[src/rtl/noc_pkg.sv]
// Shared NoC packet widths, field positions and slot state encoding for the
// request/response protocol.
package noc_pkg;

  localparam int unsigned DATA_W = 16;
  localparam int unsigned REQ_W  = 11;
  localparam int unsigned RESP_W = DATA_W + 9;

  localparam int unsigned REQ_VALID    = 0;
  localparam int unsigned REQ_TGT_LO   = 1;
  localparam int unsigned REQ_TGT_HI   = 2;
  localparam int unsigned REQ_SRC_LO   = 3;
  localparam int unsigned REQ_SRC_HI   = 4;
  localparam int unsigned REQ_REGID_LO = 5;
  localparam int unsigned REQ_REGID_HI = 10;

  localparam int unsigned RSP_VALID    = 0;
  localparam int unsigned RSP_DEST_LO  = 1;
  localparam int unsigned RSP_DEST_HI  = 2;
  localparam int unsigned RSP_REGID_LO = 3;
  localparam int unsigned RSP_REGID_HI = 8;
  localparam int unsigned RSP_DATA_LO  = 9;
  localparam int unsigned RSP_DATA_HI  = RESP_W - 1;

  typedef enum logic [1:0] {
    FREE = 2'd0,
    SEND = 2'd1,
    WAIT = 2'd2
  } slot_state_e;

  function automatic logic [REQ_W-1:0] build_req(input logic [5:0] reg_id,
                                                 input logic [1:0] src,
                                                 input logic [1:0] tgt);
    logic [REQ_W-1:0] pkt;
    pkt = '0;
    pkt[REQ_REGID_HI:REQ_REGID_LO] = reg_id;
    pkt[REQ_SRC_HI:REQ_SRC_LO]     = src;
    pkt[REQ_TGT_HI:REQ_TGT_LO]     = tgt;
    pkt[REQ_VALID]                 = 1'b1;
    return pkt;
  endfunction

endpackage

[src/rtl/requester_if.sv]
// Command, NoC and result signals of the requester grouped into one bundle.
interface requester_if;
  import noc_pkg::*;

  logic              cmd_valid;
  logic              cmd_ready;
  logic [5:0]        cmd_reg_id;
  logic [1:0]        cmd_target;
  logic              full;
  logic              almost_full;
  logic [REQ_W-1:0]  dataOut;
  logic              write;
  logic [RESP_W-1:0] dataIn;
  logic              rsp_valid;
  logic [DATA_W-1:0] rsp_data;
  logic [5:0]        rsp_reg_id;
  logic              rsp_error;

  modport master (
    input  cmd_valid, cmd_reg_id, cmd_target, full, almost_full, dataIn,
    output cmd_ready, dataOut, write, rsp_valid, rsp_data, rsp_reg_id, rsp_error
  );

  modport slave (
    output cmd_valid, cmd_reg_id, cmd_target, full, almost_full, dataIn,
    input  cmd_ready, dataOut, write, rsp_valid, rsp_data, rsp_reg_id, rsp_error
  );

endinterface

[src/rtl/req_slot.sv]
// One outstanding-request slot: FREE/SEND/WAIT state, response timer and
// retry count.
module req_slot
  import noc_pkg::*;
#(
  parameter int unsigned TIMEOUT   = 255,
  parameter int unsigned MAX_RETRY = 2
) (
  input  logic       clk,
  input  logic       reset,
  input  logic       alloc,
  input  logic [5:0] alloc_reg_id,
  input  logic [1:0] alloc_target,
  input  logic       send_grant,
  input  logic       rsp_hit,
  input  logic       err_grant,
  input  logic [5:0] cmd_reg_id,
  input  logic [5:0] rsp_reg_id,
  output logic       is_free,
  output logic       want_send,
  output logic       match,
  output logic       dup,
  output logic       timeout_err,
  output logic [5:0] reg_id,
  output logic [1:0] target
);

  localparam logic [7:0] TIMEOUT_T = 8'(TIMEOUT);
  localparam logic [1:0] RETRY_T   = 2'(MAX_RETRY);

  slot_state_e state_q, state_d;
  logic [7:0]  timer_q, timer_d;
  logic [1:0]  retry_q, retry_d;
  logic [5:0]  reg_id_q, reg_id_d;
  logic [1:0]  target_q, target_d;
  logic        at_limit;

  assign at_limit = (timer_q == TIMEOUT_T);

  always_ff @(posedge clk) begin
    if (reset) begin
      state_q  <= FREE;
      timer_q  <= '0;
      retry_q  <= '0;
      reg_id_q <= '0;
      target_q <= '0;
    end else begin
      state_q  <= state_d;
      timer_q  <= timer_d;
      retry_q  <= retry_d;
      reg_id_q <= reg_id_d;
      target_q <= target_d;
    end
  end

  always_comb begin
    state_d  = state_q;
    timer_d  = timer_q;
    retry_d  = retry_q;
    reg_id_d = reg_id_q;
    target_d = target_q;
    unique case (state_q)
      FREE: begin
        if (alloc) begin
          state_d  = SEND;
          timer_d  = '0;
          retry_d  = '0;
          reg_id_d = alloc_reg_id;
          target_d = alloc_target;
        end
      end
      SEND: begin
        if (rsp_hit) begin
          state_d = FREE;
        end else if (send_grant) begin
          state_d = WAIT;
          timer_d = '0;
        end
      end
      WAIT: begin
        // An exhausted slot parks at the limit until its error is granted.
        if (rsp_hit) begin
          state_d = FREE;
        end else if (at_limit) begin
          if (retry_q < RETRY_T) begin
            state_d = SEND;
            retry_d = retry_q + 2'd1;
          end else if (err_grant) begin
            state_d = FREE;
          end
        end else begin
          timer_d = timer_q + 8'd1;
        end
      end
      default: state_d = FREE;
    endcase
  end

  assign is_free     = (state_q == FREE);
  assign want_send   = (state_q == SEND);
  assign match       = !is_free && (reg_id_q == rsp_reg_id);
  assign dup         = !is_free && (reg_id_q == cmd_reg_id);
  assign timeout_err = (state_q == WAIT) && at_limit && (retry_q >= RETRY_T);
  assign reg_id      = reg_id_q;
  assign target      = target_q;

endmodule

[src/rtl/requester.sv]
// NoC initiator: allocates request slots, serialises request packets and
// reports matched responses or timeout errors upstream.
module requester
  import noc_pkg::*;
#(
  parameter int unsigned MAX_OUT   = 4,
  parameter int unsigned TIMEOUT   = 255,
  parameter int unsigned MAX_RETRY = 2
) (
  input  logic         clk,
  input  logic         reset,
  input  logic [1:0]   id,
  requester_if.master  bus,
  output logic [2:0]   outstanding,
  output logic [7:0]   stray_cnt
);

  localparam int unsigned IDX_W = (MAX_OUT > 1) ? $clog2(MAX_OUT) : 1;

  logic [MAX_OUT-1:0] is_free, want_send, match, dup, timeout_err;
  logic [MAX_OUT-1:0] alloc_vec, send_vec, err_vec, hit_vec;
  logic [5:0]         slot_reg_id [MAX_OUT];
  logic [1:0]         slot_target [MAX_OUT];

  logic               rsp_accept, any_hit, blocked, cmd_accept;
  logic               alloc_found, send_found, err_found;
  logic [IDX_W-1:0]   send_idx, err_idx;
  logic [5:0]         rsp_reg;
  logic [2:0]         busy_cnt;

  logic               write_q;
  logic [REQ_W-1:0]   data_out_q;
  logic               rsp_valid_q, rsp_error_q;
  logic [DATA_W-1:0]  rsp_data_q;
  logic [5:0]         rsp_reg_id_q;
  logic [7:0]         stray_q;

  assign rsp_reg    = bus.dataIn[RSP_REGID_HI:RSP_REGID_LO];
  assign rsp_accept = bus.dataIn[RSP_VALID] && (bus.dataIn[RSP_DEST_HI:RSP_DEST_LO] == id);
  assign hit_vec    = match & {MAX_OUT{rsp_accept}};
  assign any_hit    = |hit_vec;
  assign blocked    = (write_q & bus.almost_full) | (~write_q & bus.full);

  assign bus.cmd_ready = (|is_free) && !(|dup);
  assign cmd_accept    = bus.cmd_valid && bus.cmd_ready;

  for (genvar g = 0; g < MAX_OUT; g++) begin : g_slot
    req_slot #(
      .TIMEOUT   (TIMEOUT),
      .MAX_RETRY (MAX_RETRY)
    ) u_slot (
      .clk          (clk),
      .reset        (reset),
      .alloc        (alloc_vec[g]),
      .alloc_reg_id (bus.cmd_reg_id),
      .alloc_target (bus.cmd_target),
      .send_grant   (send_vec[g]),
      .rsp_hit      (hit_vec[g]),
      .err_grant    (err_vec[g]),
      .cmd_reg_id   (bus.cmd_reg_id),
      .rsp_reg_id   (rsp_reg),
      .is_free      (is_free[g]),
      .want_send    (want_send[g]),
      .match        (match[g]),
      .dup          (dup[g]),
      .timeout_err  (timeout_err[g]),
      .reg_id       (slot_reg_id[g]),
      .target       (slot_target[g])
    );
  end

  // Lowest-index priority for allocation, sending and error reporting. A slot
  // being completed by a response this cycle is not a send candidate.
  always_comb begin
    alloc_vec   = '0;
    send_vec    = '0;
    err_vec     = '0;
    alloc_found = 1'b0;
    send_found  = 1'b0;
    err_found   = 1'b0;
    send_idx    = '0;
    err_idx     = '0;
    for (int unsigned i = 0; i < MAX_OUT; i++) begin
      if (!alloc_found && is_free[i]) begin
        alloc_found  = 1'b1;
        alloc_vec[i] = cmd_accept;
      end
      if (!send_found && want_send[i] && !hit_vec[i]) begin
        send_found  = 1'b1;
        send_idx    = IDX_W'(i);
        send_vec[i] = !blocked;
      end
      if (!err_found && timeout_err[i]) begin
        err_found  = 1'b1;
        err_idx    = IDX_W'(i);
        err_vec[i] = !any_hit;
      end
    end
  end

  always_comb begin
    busy_cnt = '0;
    for (int unsigned i = 0; i < MAX_OUT; i++) begin
      if (!is_free[i]) busy_cnt = busy_cnt + 3'd1;
    end
  end

  always_ff @(posedge clk) begin
    if (reset) begin
      write_q      <= 1'b0;
      data_out_q   <= '0;
      rsp_valid_q  <= 1'b0;
      rsp_data_q   <= '0;
      rsp_reg_id_q <= '0;
      rsp_error_q  <= 1'b0;
      stray_q      <= '0;
    end else begin
      write_q <= send_found && !blocked;
      if (send_found && !blocked) begin
        data_out_q <= build_req(slot_reg_id[send_idx], id, slot_target[send_idx]);
      end
      rsp_valid_q <= any_hit || err_found;
      if (any_hit) begin
        rsp_data_q   <= bus.dataIn[RSP_DATA_HI:RSP_DATA_LO];
        rsp_reg_id_q <= rsp_reg;
        rsp_error_q  <= 1'b0;
      end else if (err_found) begin
        rsp_data_q   <= '0;
        rsp_reg_id_q <= slot_reg_id[err_idx];
        rsp_error_q  <= 1'b1;
      end
      if (rsp_accept && !any_hit && (stray_q != 8'hFF)) begin
        stray_q <= stray_q + 8'd1;
      end
    end
  end

  assign bus.write      = write_q;
  assign bus.dataOut    = data_out_q;
  assign bus.rsp_valid  = rsp_valid_q;
  assign bus.rsp_data   = rsp_data_q;
  assign bus.rsp_reg_id = rsp_reg_id_q;
  assign bus.rsp_error  = rsp_error_q;
  assign outstanding    = busy_cnt;
  assign stray_cnt      = stray_q;

endmodule

[src/flat_wrapper.sv]
// flat-port wrapper written by rule: the top's interface ports become plain ports
module requester_flat import noc_pkg::*;
#(
  parameter int unsigned MAX_OUT   = 4,
  parameter int unsigned TIMEOUT   = 255,
  parameter int unsigned MAX_RETRY = 2
)
  (clk, reset, id, outstanding, stray_cnt, bus_cmd_valid, bus_cmd_reg_id, bus_cmd_target, bus_full, bus_almost_full, bus_dataIn, bus_cmd_ready, bus_dataOut, bus_write, bus_rsp_valid, bus_rsp_data, bus_rsp_reg_id, bus_rsp_error);
  requester_if bus_i ();
  input  logic clk;
  input  logic reset;
  input  logic [1:0] id;
  output logic [2:0] outstanding;
  output logic [7:0] stray_cnt;
  input wire logic [$bits(bus_i.cmd_valid)-1:0] bus_cmd_valid;
  input wire logic [$bits(bus_i.cmd_reg_id)-1:0] bus_cmd_reg_id;
  input wire logic [$bits(bus_i.cmd_target)-1:0] bus_cmd_target;
  input wire logic [$bits(bus_i.full)-1:0] bus_full;
  input wire logic [$bits(bus_i.almost_full)-1:0] bus_almost_full;
  input wire logic [$bits(bus_i.dataIn)-1:0] bus_dataIn;
  output wire logic [$bits(bus_i.cmd_ready)-1:0] bus_cmd_ready;
  output wire logic [$bits(bus_i.dataOut)-1:0] bus_dataOut;
  output wire logic [$bits(bus_i.write)-1:0] bus_write;
  output wire logic [$bits(bus_i.rsp_valid)-1:0] bus_rsp_valid;
  output wire logic [$bits(bus_i.rsp_data)-1:0] bus_rsp_data;
  output wire logic [$bits(bus_i.rsp_reg_id)-1:0] bus_rsp_reg_id;
  output wire logic [$bits(bus_i.rsp_error)-1:0] bus_rsp_error;
  assign bus_i.cmd_valid = bus_cmd_valid;
  assign bus_i.cmd_reg_id = bus_cmd_reg_id;
  assign bus_i.cmd_target = bus_cmd_target;
  assign bus_i.full = bus_full;
  assign bus_i.almost_full = bus_almost_full;
  assign bus_i.dataIn = bus_dataIn;
  assign bus_cmd_ready = bus_i.cmd_ready;
  assign bus_dataOut = bus_i.dataOut;
  assign bus_write = bus_i.write;
  assign bus_rsp_valid = bus_i.rsp_valid;
  assign bus_rsp_data = bus_i.rsp_data;
  assign bus_rsp_reg_id = bus_i.rsp_reg_id;
  assign bus_rsp_error = bus_i.rsp_error;
  requester #(.MAX_OUT(MAX_OUT), .TIMEOUT(TIMEOUT), .MAX_RETRY(MAX_RETRY)) u_core (.clk(clk), .reset(reset), .id(id), .bus(bus_i), .outstanding(outstanding), .stray_cnt(stray_cnt));
endmodule
[config.mk]
export PLATFORM = sky130hd
export DESIGN_NAME = requester_flat
export DESIGN_NICKNAME = d
export VERILOG_FILES = /design/src/rtl/noc_pkg.sv /design/src/rtl/requester_if.sv /design/src/rtl/req_slot.sv /design/src/rtl/requester.sv /design/src/flat_wrapper.sv
export SDC_FILE = /design/constraint.sdc
export NUM_CORES = 1
export LEC_CHECK = 0
export ABC_AREA = 0
export CAP_MARGIN = 15
export CORE_MARGIN = 4
export CORE_UTILIZATION = 25
export CTS_BUF_LIST = sky130_fd_sc_hd__clkbuf_4
export DETAILED_ROUTE_END_ITERATION = 7
export PLACE_DENSITY = 0.51
export SETUP_SLACK_MARGIN = 0.05
export SYNTH_ARGS = -nofsm -noshare
export SYNTH_HDL_FRONTEND = slang
export SYNTH_SLANG_ARGS = --single-unit
[constraint.sdc]
create_clock -name clk -period 4.4 [get_ports clk]
set_input_delay 1.32 -clock clk [delete_from_list [all_inputs] [get_ports clk]]
set_output_delay 1.32 -clock clk [all_outputs]
set_load 0.005 [all_outputs]
==> results of run 1 <==
## routing by layer
metal	GRT usage	wire, um
met5	0	0
met1	0.1877	10040
met4	0.04124	419
met2	0.2285	9774
met3	0.02361	583
## registers in the layout (all words and copies together), names as in the netlist
register                      cells
u_core.g_slot.u_slot.timer_q     32
u_core.bus.rsp_reg_id             6
u_core.bus.dataOut               11
u_core.g_slot.u_slot.state_q      8
u_core.g_slot.u_slot.reg_id      24
u_core.bus.write                  1
u_core.bus.rsp_data              16
u_core.g_slot.u_slot.target       8
u_core.stray_cnt                  8
u_core.g_slot.u_slot.retry_q      8
u_core.bus.rsp_error              1
u_core.bus.rsp_valid              1
## path summary, 6_finish.rpt
path | to | slack, ps | cells past startpoint
setup / recovery | bus_cmd_ready | 160 | 7
hold / removal | u_core.bus.rsp_error$_SDFFE_PP0P_ | 470 | 2
setup reg to reg | u_core.bus.rsp_reg_id[3]$_SDFFE_PP0P_ | 1610 | 8
hold reg to reg | u_core.bus.rsp_error$_SDFFE_PP0P_ | 470 | 2
## cells in the mapped netlist, types with 14 or more instances
| master | n | area share |
|---|---|---|
| dfxtp_1 | 124 | 0.37 |
| nor2_1 | 95 | 0.052 |
| mux2i_1 | 48 | 0.071 |
| nand2_1 | 41 | 0.023 |
| a21oi_1 | 36 | 0.027 |
| nand3_1 | 36 | 0.027 |
| xnor2_1 | 34 | 0.044 |
| o21ai_0 | 29 | 0.021 |
| xor2_1 | 25 | 0.032 |
| a22oi_1 | 24 | 0.027 |
| nand4_1 | 22 | 0.020 |
| clkbuf_1 | 20 | 0.011 |
| and3_1 | 17 | 0.016 |
| buf_2 | 17 | 0.013 |
| inv_1 | 16 | 0.0088 |
| or3_1 | 16 | 0.015 |
| ha_1 | 14 | 0.026 |
## area by class of cell
| type | count | area (um2) |
|---|---|---|
| Timing Repair Buffer | 125 | 1150 |
| Tap cell | 341 | 426.7 |
| Sequential cell | 124 | 2482 |
| Fill cell | 2847 | 18380 |
| Multi-Input combinational cell | 591 | 4041 |
| Clock inverter | 14 | 195.2 |
| Antenna cell | 1 | 2.502 |
| Clock buffer | 18 | 135.1 |
| Inverter | 17 | 63.81 |
## stage by stage
| step | utilization | worst slack (ps) | cell area [um2] | instances |
|---|---|---|---|---|
| 3_5_place_dp | 0.3032 | -208.4 | 8149 | 1198 |
| 3_3_place_gp | 0.3032 | -207.4 | 8149 | 1198 |
| 6_report | 0.3162 | 160.0 | 8497 | 1231 |
| 5_1_grt | 0.3161 | 62.64 | 8494 | 1230 |
| 4_1_cts | 0.3157 | 104.5 | 8484 | 1230 |
| 2_1_floorplan | - | 840.2 | 6793 | 778 |
## worst max-delay path: stages
cell	delay, ps
clkdlybuf4s50_1	450
buf_4	160
xnor2_1	80
nand2_1	140
o21ai_2	90
a2111oi_4	370
dlygate4sd2_1	300
## cells by family after synthesis
logic type | Yosys count
AOI/OAI and AO/OA | 167
buffers and inverters | 63
adders and majority gates | 14
and+or+nand+nor | 294
muxes | 55
xor gates and xnor gates | 61
DFF | 124
## layout by cell type (no fill, tap or decap), types with 10 or more instances in the layout
master           count
buf_4               39
a22oi_1             24
xnor2_1             34
nand3_1             36
nand4_1             22
o211ai_1            13
ha_1                14
clkdlybuf4s50_1     80
mux2i_1             48
nor2_1              95
or3_1               16
or4_1               10
o21ai_0             29
xor2_1              24
dfxtp_1            124
a21oi_1             36
clkbuf_4            18
nor3_1              11
and3_1              17
inv_1               15
nand2_1             41
## power by group through the flow
stage | sequential, mW | combinational [mW] | clock [mW]
final | 1.17 | 0.314 | 0.942
after global placement | 1.20 | 0.310 | 0
after detailed placement | 1.20 | 0.312 | 0
after floorplan | 1.19 | 0.189 | 0
after CTS | 1.17 | 0.314 | 0.971
after global routing | 1.18 | 0.343 | 1.03
## timing repair
| item | in CTS | in global routing |
|---|---|---|
| endpoints found under the setup margin | 3 | 3 |
| resized for setup | 7 | 3 |
| pin swaps | 0 | 1 |
==> out/metrics.yaml, run 1 <==
power_and_ir_drop:
  pwr-share-comb: 0.129
  switching_share: 0.2815
  p_leak_nw: 3.142
  power.density_mw_per_mm2: 286.0
  pwr-share-clk: 0.388
  p_seq_frac: 0.483
  vdd_ir_drop_max_mv: 0.1651
  total_power_mw: 2.430
  internal-power_mw: 1.746
  p_sw_uw: 684.2
synth:
  synthAdderAreaFrac: 0.02579
  avgSynthCellArea_um2: 8.731
  synthFlopType: "dfxtp_1"
  synthXorXnorAreaFrac: 0.08086
  synth_mux_area_frac: 0.08234
  synth-edff-count: 0
  syn_area_mm2: 0.006793
  synth_warnings: 0
  synth_top_family_by_area: "simple AND/OR/NAND/NOR gates"
  syn-num-nets: 832
  synth-compound-area-share: 0.1755
  yosysSeqAreaShare: 0.3654
  ys_ff_latch: 124
  async_flop_share: 0
  postSynthCellCount: 778
  synthSimpleGateAreaFrac: 0.2260
  synthDistinctLibCells: 73
placement:
  io_buffers: 87
  globalplace.congestion: 0.8754
  hpwl_mm: 15.49
sta:
  max_freq_mhz: 235.8
  finalCritPeriodShare: 0.9636
  relSlewSlack: 0.2937
  fin_setup_tns_ps: 0
  skew_ps: 17.41
  hold_violations: 0
  finalSetupViolCount: 0
  rsz0062_at_grt: "no"
  maxSlewViolCount: 0
  tightest_slew_ps: 1051
  finalCriticalPeriod_ps: 4240
  hold_ws_ps: 472.8
clock_tree:
  cts_sinks: 124
  clk_pin_slew_ps: 120
  cts_tree: "yes"
  clock_path_buffers: 2
  hold_buffers: 0
  numCtsBuffers: 17
  htree_levels: 4
  cts-root-buf: "clkbuf_4"
  clk_latency_ps: 560
  post-cts-setup-buffer-count: 0
job:
  max-cap-violations: 0
run_status:
  outcome: "complete, no violations"
route:
  totalWireLength_mm: 20.82
  via_per_inst: 4.929
  drtIter0Drc: 336
  wire_per_inst_um: 16.91
  ant_nets: 0
  drc: 0
  vias: 6068
  first_pass_iters: 5
setup_path:
  critPathKind: "input port to primary output"
  crit_arrival_ps: 2920
  required_ps: 3080
  setup.worst_path.start: "bus_cmd_reg_id[0]"
  crit_fanout: 8
  critPathLaunchType: "input port"
  r2r-start: "u_core.g_slot[1].u_slot.timer_q[0]$_SDFFE_PP0P_"
  crit_path_end_kind: "primary output"
floorplanning:
  die_h_um: 172.8
  io_pins: 88
  core_mm2: 0.02688
  dieArea_mm2: 0.02987
  chipWidth_um: 172.8
  initial_core_util: 0.2527
  rows: 60
final_layout:
  area_growth_syn_to_layout_pct: 25.09
  final_nets: 930
  drive_gt1_frac: 0.1159
global_routing:
  grt_pass1_wl_mm: 33.77
  grt_antenna_before_repair: 1
  grt_pass1_vias: 6001
  grt_overflow: 0
  grt_max_degree: 66
  track_usage: 0.1389
min_path:
  hp-class: "register to register"
  worst_hold_startpoint: "u_core.bus.rsp_error$_SDFFE_PP0P_"
No activity file was read; power rests on OpenSTA's default activity.
==> inputs of run 2 (changes only) <==
--- a/config.mk
+++ b/config.mk
@@ -13,6 +13,7 @@
 export DETAILED_ROUTE_END_ITERATION = 7
 export PLACE_DENSITY = 0.51
 export SETUP_SLACK_MARGIN = 0.05
+export SLEW_MARGIN = 20
 export SYNTH_ARGS = -nofsm -noshare
 export SYNTH_HDL_FRONTEND = slang
 export SYNTH_SLANG_ARGS = --single-unit
==> results of run 2 <==
No change in the layout: final DEF, timing and power equal those of run 1.
==> inputs of run 3 (changes only) <==
--- a/config.mk
+++ b/config.mk
@@ -8,11 +8,12 @@
 export ABC_AREA = 0
 export CAP_MARGIN = 15
 export CORE_MARGIN = 4
-export CORE_UTILIZATION = 25
+export CORE_UTILIZATION = 38
 export CTS_BUF_LIST = sky130_fd_sc_hd__clkbuf_4
 export DETAILED_ROUTE_END_ITERATION = 7
-export PLACE_DENSITY = 0.51
+export PLACE_DENSITY = 0.67
 export SETUP_SLACK_MARGIN = 0.05
+export SKIP_CTS_REPAIR_TIMING = 1
 export SLEW_MARGIN = 20
 export SYNTH_ARGS = -nofsm -noshare
 export SYNTH_HDL_FRONTEND = slang
==> constraint.sdc (replaced) <==
create_clock -name clk -period 4.5 [get_ports clk]
set_input_delay 1.35 -clock clk [delete_from_list [all_inputs] [get_ports clk]]
set_output_delay 1.35 -clock clk [all_outputs]
set_load 0.005 [all_outputs]
==> out/metrics.yaml, run 3 (same netlist as run 1, synthesis figures left out) <==
run_status:
  outcome: "complete, no violations"
global_routing:
  grt_use_met1: 0.2591  # +0.07141
  grt_antenna_before_repair: 0  # -1
  grt_max_degree: 53  # -20%
  use_met2: 0.2913  # +0.06277
  busiest_layer: "met2"
  grt_pass1_vias: 5789  # -3.5%
  grtUsageMet3: 0.04314  # +0.01953
  grt_pass1_wl_mm: 30.42  # -9.9%
  grt_overflow: 0  # unchanged
  track_usage: 0.1893  # +0.05036
sta:
  rsz0062_at_grt: "no"
  skew_ps: 21.72  # +4.302 ps
  maxSlewViolCount: 0  # unchanged
  max_freq_mhz: 230.0
  finalSetupViolCount: 0  # unchanged
  fin_setup_tns_ps: 0  # unchanged
  tightest_slew_ps: 1158  # +106.5 ps
  finalCritPeriodShare: 0.9663
  finalCriticalPeriod_ps: 4348
  relSlewSlack: 0.2221  # -0.07157
  hold_violations: 0  # unchanged
final_layout:
  top_register: "u_core.g_slot.u_slot.timer_q"
  final_nets: 922  # -0.86%
  instances_no_fill: 1106  # -10%
  fin_area_mm2: 0.008270  # -2.7%
  nFillCells: 1729  # -39%
  antenna_cells: 0  # -1
  final_cell_mix: "123 x dfxtp_1, 95 x nor2_1, 83 x clkdlybuf4s50_1, 48 x mux2i_1, 41 x nand2_1"
  drive_gt1_frac: 0.1056  # -0.01030
  largest_reg_flops: 32  # unchanged
  layout_commonest_cell: "dfxtp_1"
  area_growth_syn_to_layout_pct: 21.75
clock_tree:
  numCtsBuffers: 17  # unchanged
  cts_sinks: 124  # unchanged
  clk_latency_ps: 550  # about the same
  htree_levels: 4  # unchanged
  cts-root-buf: "clkbuf_4"
  cts_tree: "yes"
  clk_pin_slew_ps: 100  # -20 ps
  clock_path_buffers: 2  # unchanged
route:
  first_pass_iters: 5  # unchanged
  totalWireLength_mm: 19.21  # -7.7%
  drtIter0Drc: 445  # +32%
  ant_nets: 0  # unchanged
  wire_per_inst_um: 17.37  # +2.7%
  via_per_inst: 5.533  # +12%
  drc: 0  # unchanged
  vias: 6120  # +0.86%
placement:
  hpwl_mm: 13.85  # -11%
  globalplace.congestion: 0.8959  # +2.3%
  dp.cells: 1074  # -10%
  placed_area_mm2: 0.007933  # -2.7%
  io_buffers: 87  # unchanged
setup_path:
  critPathKind: "input port to primary output"
  crit_arrival_ps: 3000  # +80 ps
  crit_slowest_cell: "clkdlybuf4s50_1"
  path_cells: "clkdlybuf4s50_1 > buf_4 > xnor2_1 > nand4_1 > nor4_2 > a2111oi_4 > dlymetal6s2s_1"
  critPathMaxStageDelay_ps: 520  # +70 ps
  crit_path_end_kind: "primary output"
  required_ps: 3150  # +70 ps
  path_buf_inv: 3  # unchanged
  critPathLaunchType: "input port"
  crit_fanout: 5  # -3
  path_delay_family: "buffers and inverters"
floorplanning:
  core_mm2: 0.01742  # -35%
  rows: 48  # -20%
  die_h_um: 141.7  # -18%
  chipWidth_um: 141.7  # -18%
  io_pins: 88  # unchanged
  dieArea_mm2: 0.02008  # -33%
  initial_core_util: 0.3900  # +0.1373
job:
  max-cap-violations: 0  # unchanged
power_and_ir_drop:
  p_leak_nw: 3.097  # -1.4%
  power.density_mw_per_mm2: 282.2  # -1.3%
  total_power_mw: 2.334  # -4.0%
  vdd_ir_drop_max_mv: 0.2007  # +22%
min_path:
  hp-class: "register to register"
-- run 3: cell type report --
class	count	area, um2	area share
timing repair buffer	117	1101	0.1331
tap	225	281.5	0.03404
sequential	124	2484	0.3003
clock buffer	20	150.1	0.01815
inverter	17	63.81	0.007716
multi-input combinational	591	4019	0.4859
clock inverter	12	171.4	0.02073
-- run 3: through the flow --
stage               utilization  setup WS [ps]  hold slack, ps
global route             0.4749          70.43           484.1
finish                   0.4749          151.6           460.9
global placement         0.4555         -212.6           435.3
floorplan                     -          880.2           442.1
detailed placement       0.4555         -211.2           440.2
CTS                      0.4739         -211.2           462.8
-- run 3: routing by layer --
layer  routed length, um  up-vias
met5                   0        -
met2                8812      161
met3                 990       30
met1                8952     2912
met4                 454        0
li1                    -     3017
-- run 3: report_power, final --
part           switching [mW]  total, mW  internal (mW)
Combinational           0.161      0.296          0.135
Clock                   0.437      0.892          0.455
Sequential             0.0280       1.15           1.12
-- run 3: final timing paths --
path | from | to | slack (ps) | depth (start not counted)
worst max-delay path | bus_cmd_reg_id[5] | bus_cmd_ready | 150 | 7
worst min-delay path | u_core.bus.dataOut[0]$_SDFFE_PP0P_ | u_core.bus.dataOut[0]$_SDFFE_PP0P_ | 460 | 2
worst min register to register | u_core.bus.dataOut[0]$_SDFFE_PP0P_ | u_core.bus.dataOut[0]$_SDFFE_PP0P_ | 460 | 2
worst max register to register | u_core.g_slot[0].u_slot.state_q[1]$_SDFFE_PP0P_ | u_core.g_slot[0].u_slot.timer_q[4]$_SDFFE_PP0P_ | 1570 | 10
-- run 3: tightest hold or removal path: stages, from the launching register on --
cell and delay [ps]:
dfxtp_1 330, inv_1 50, a21oi_1 50
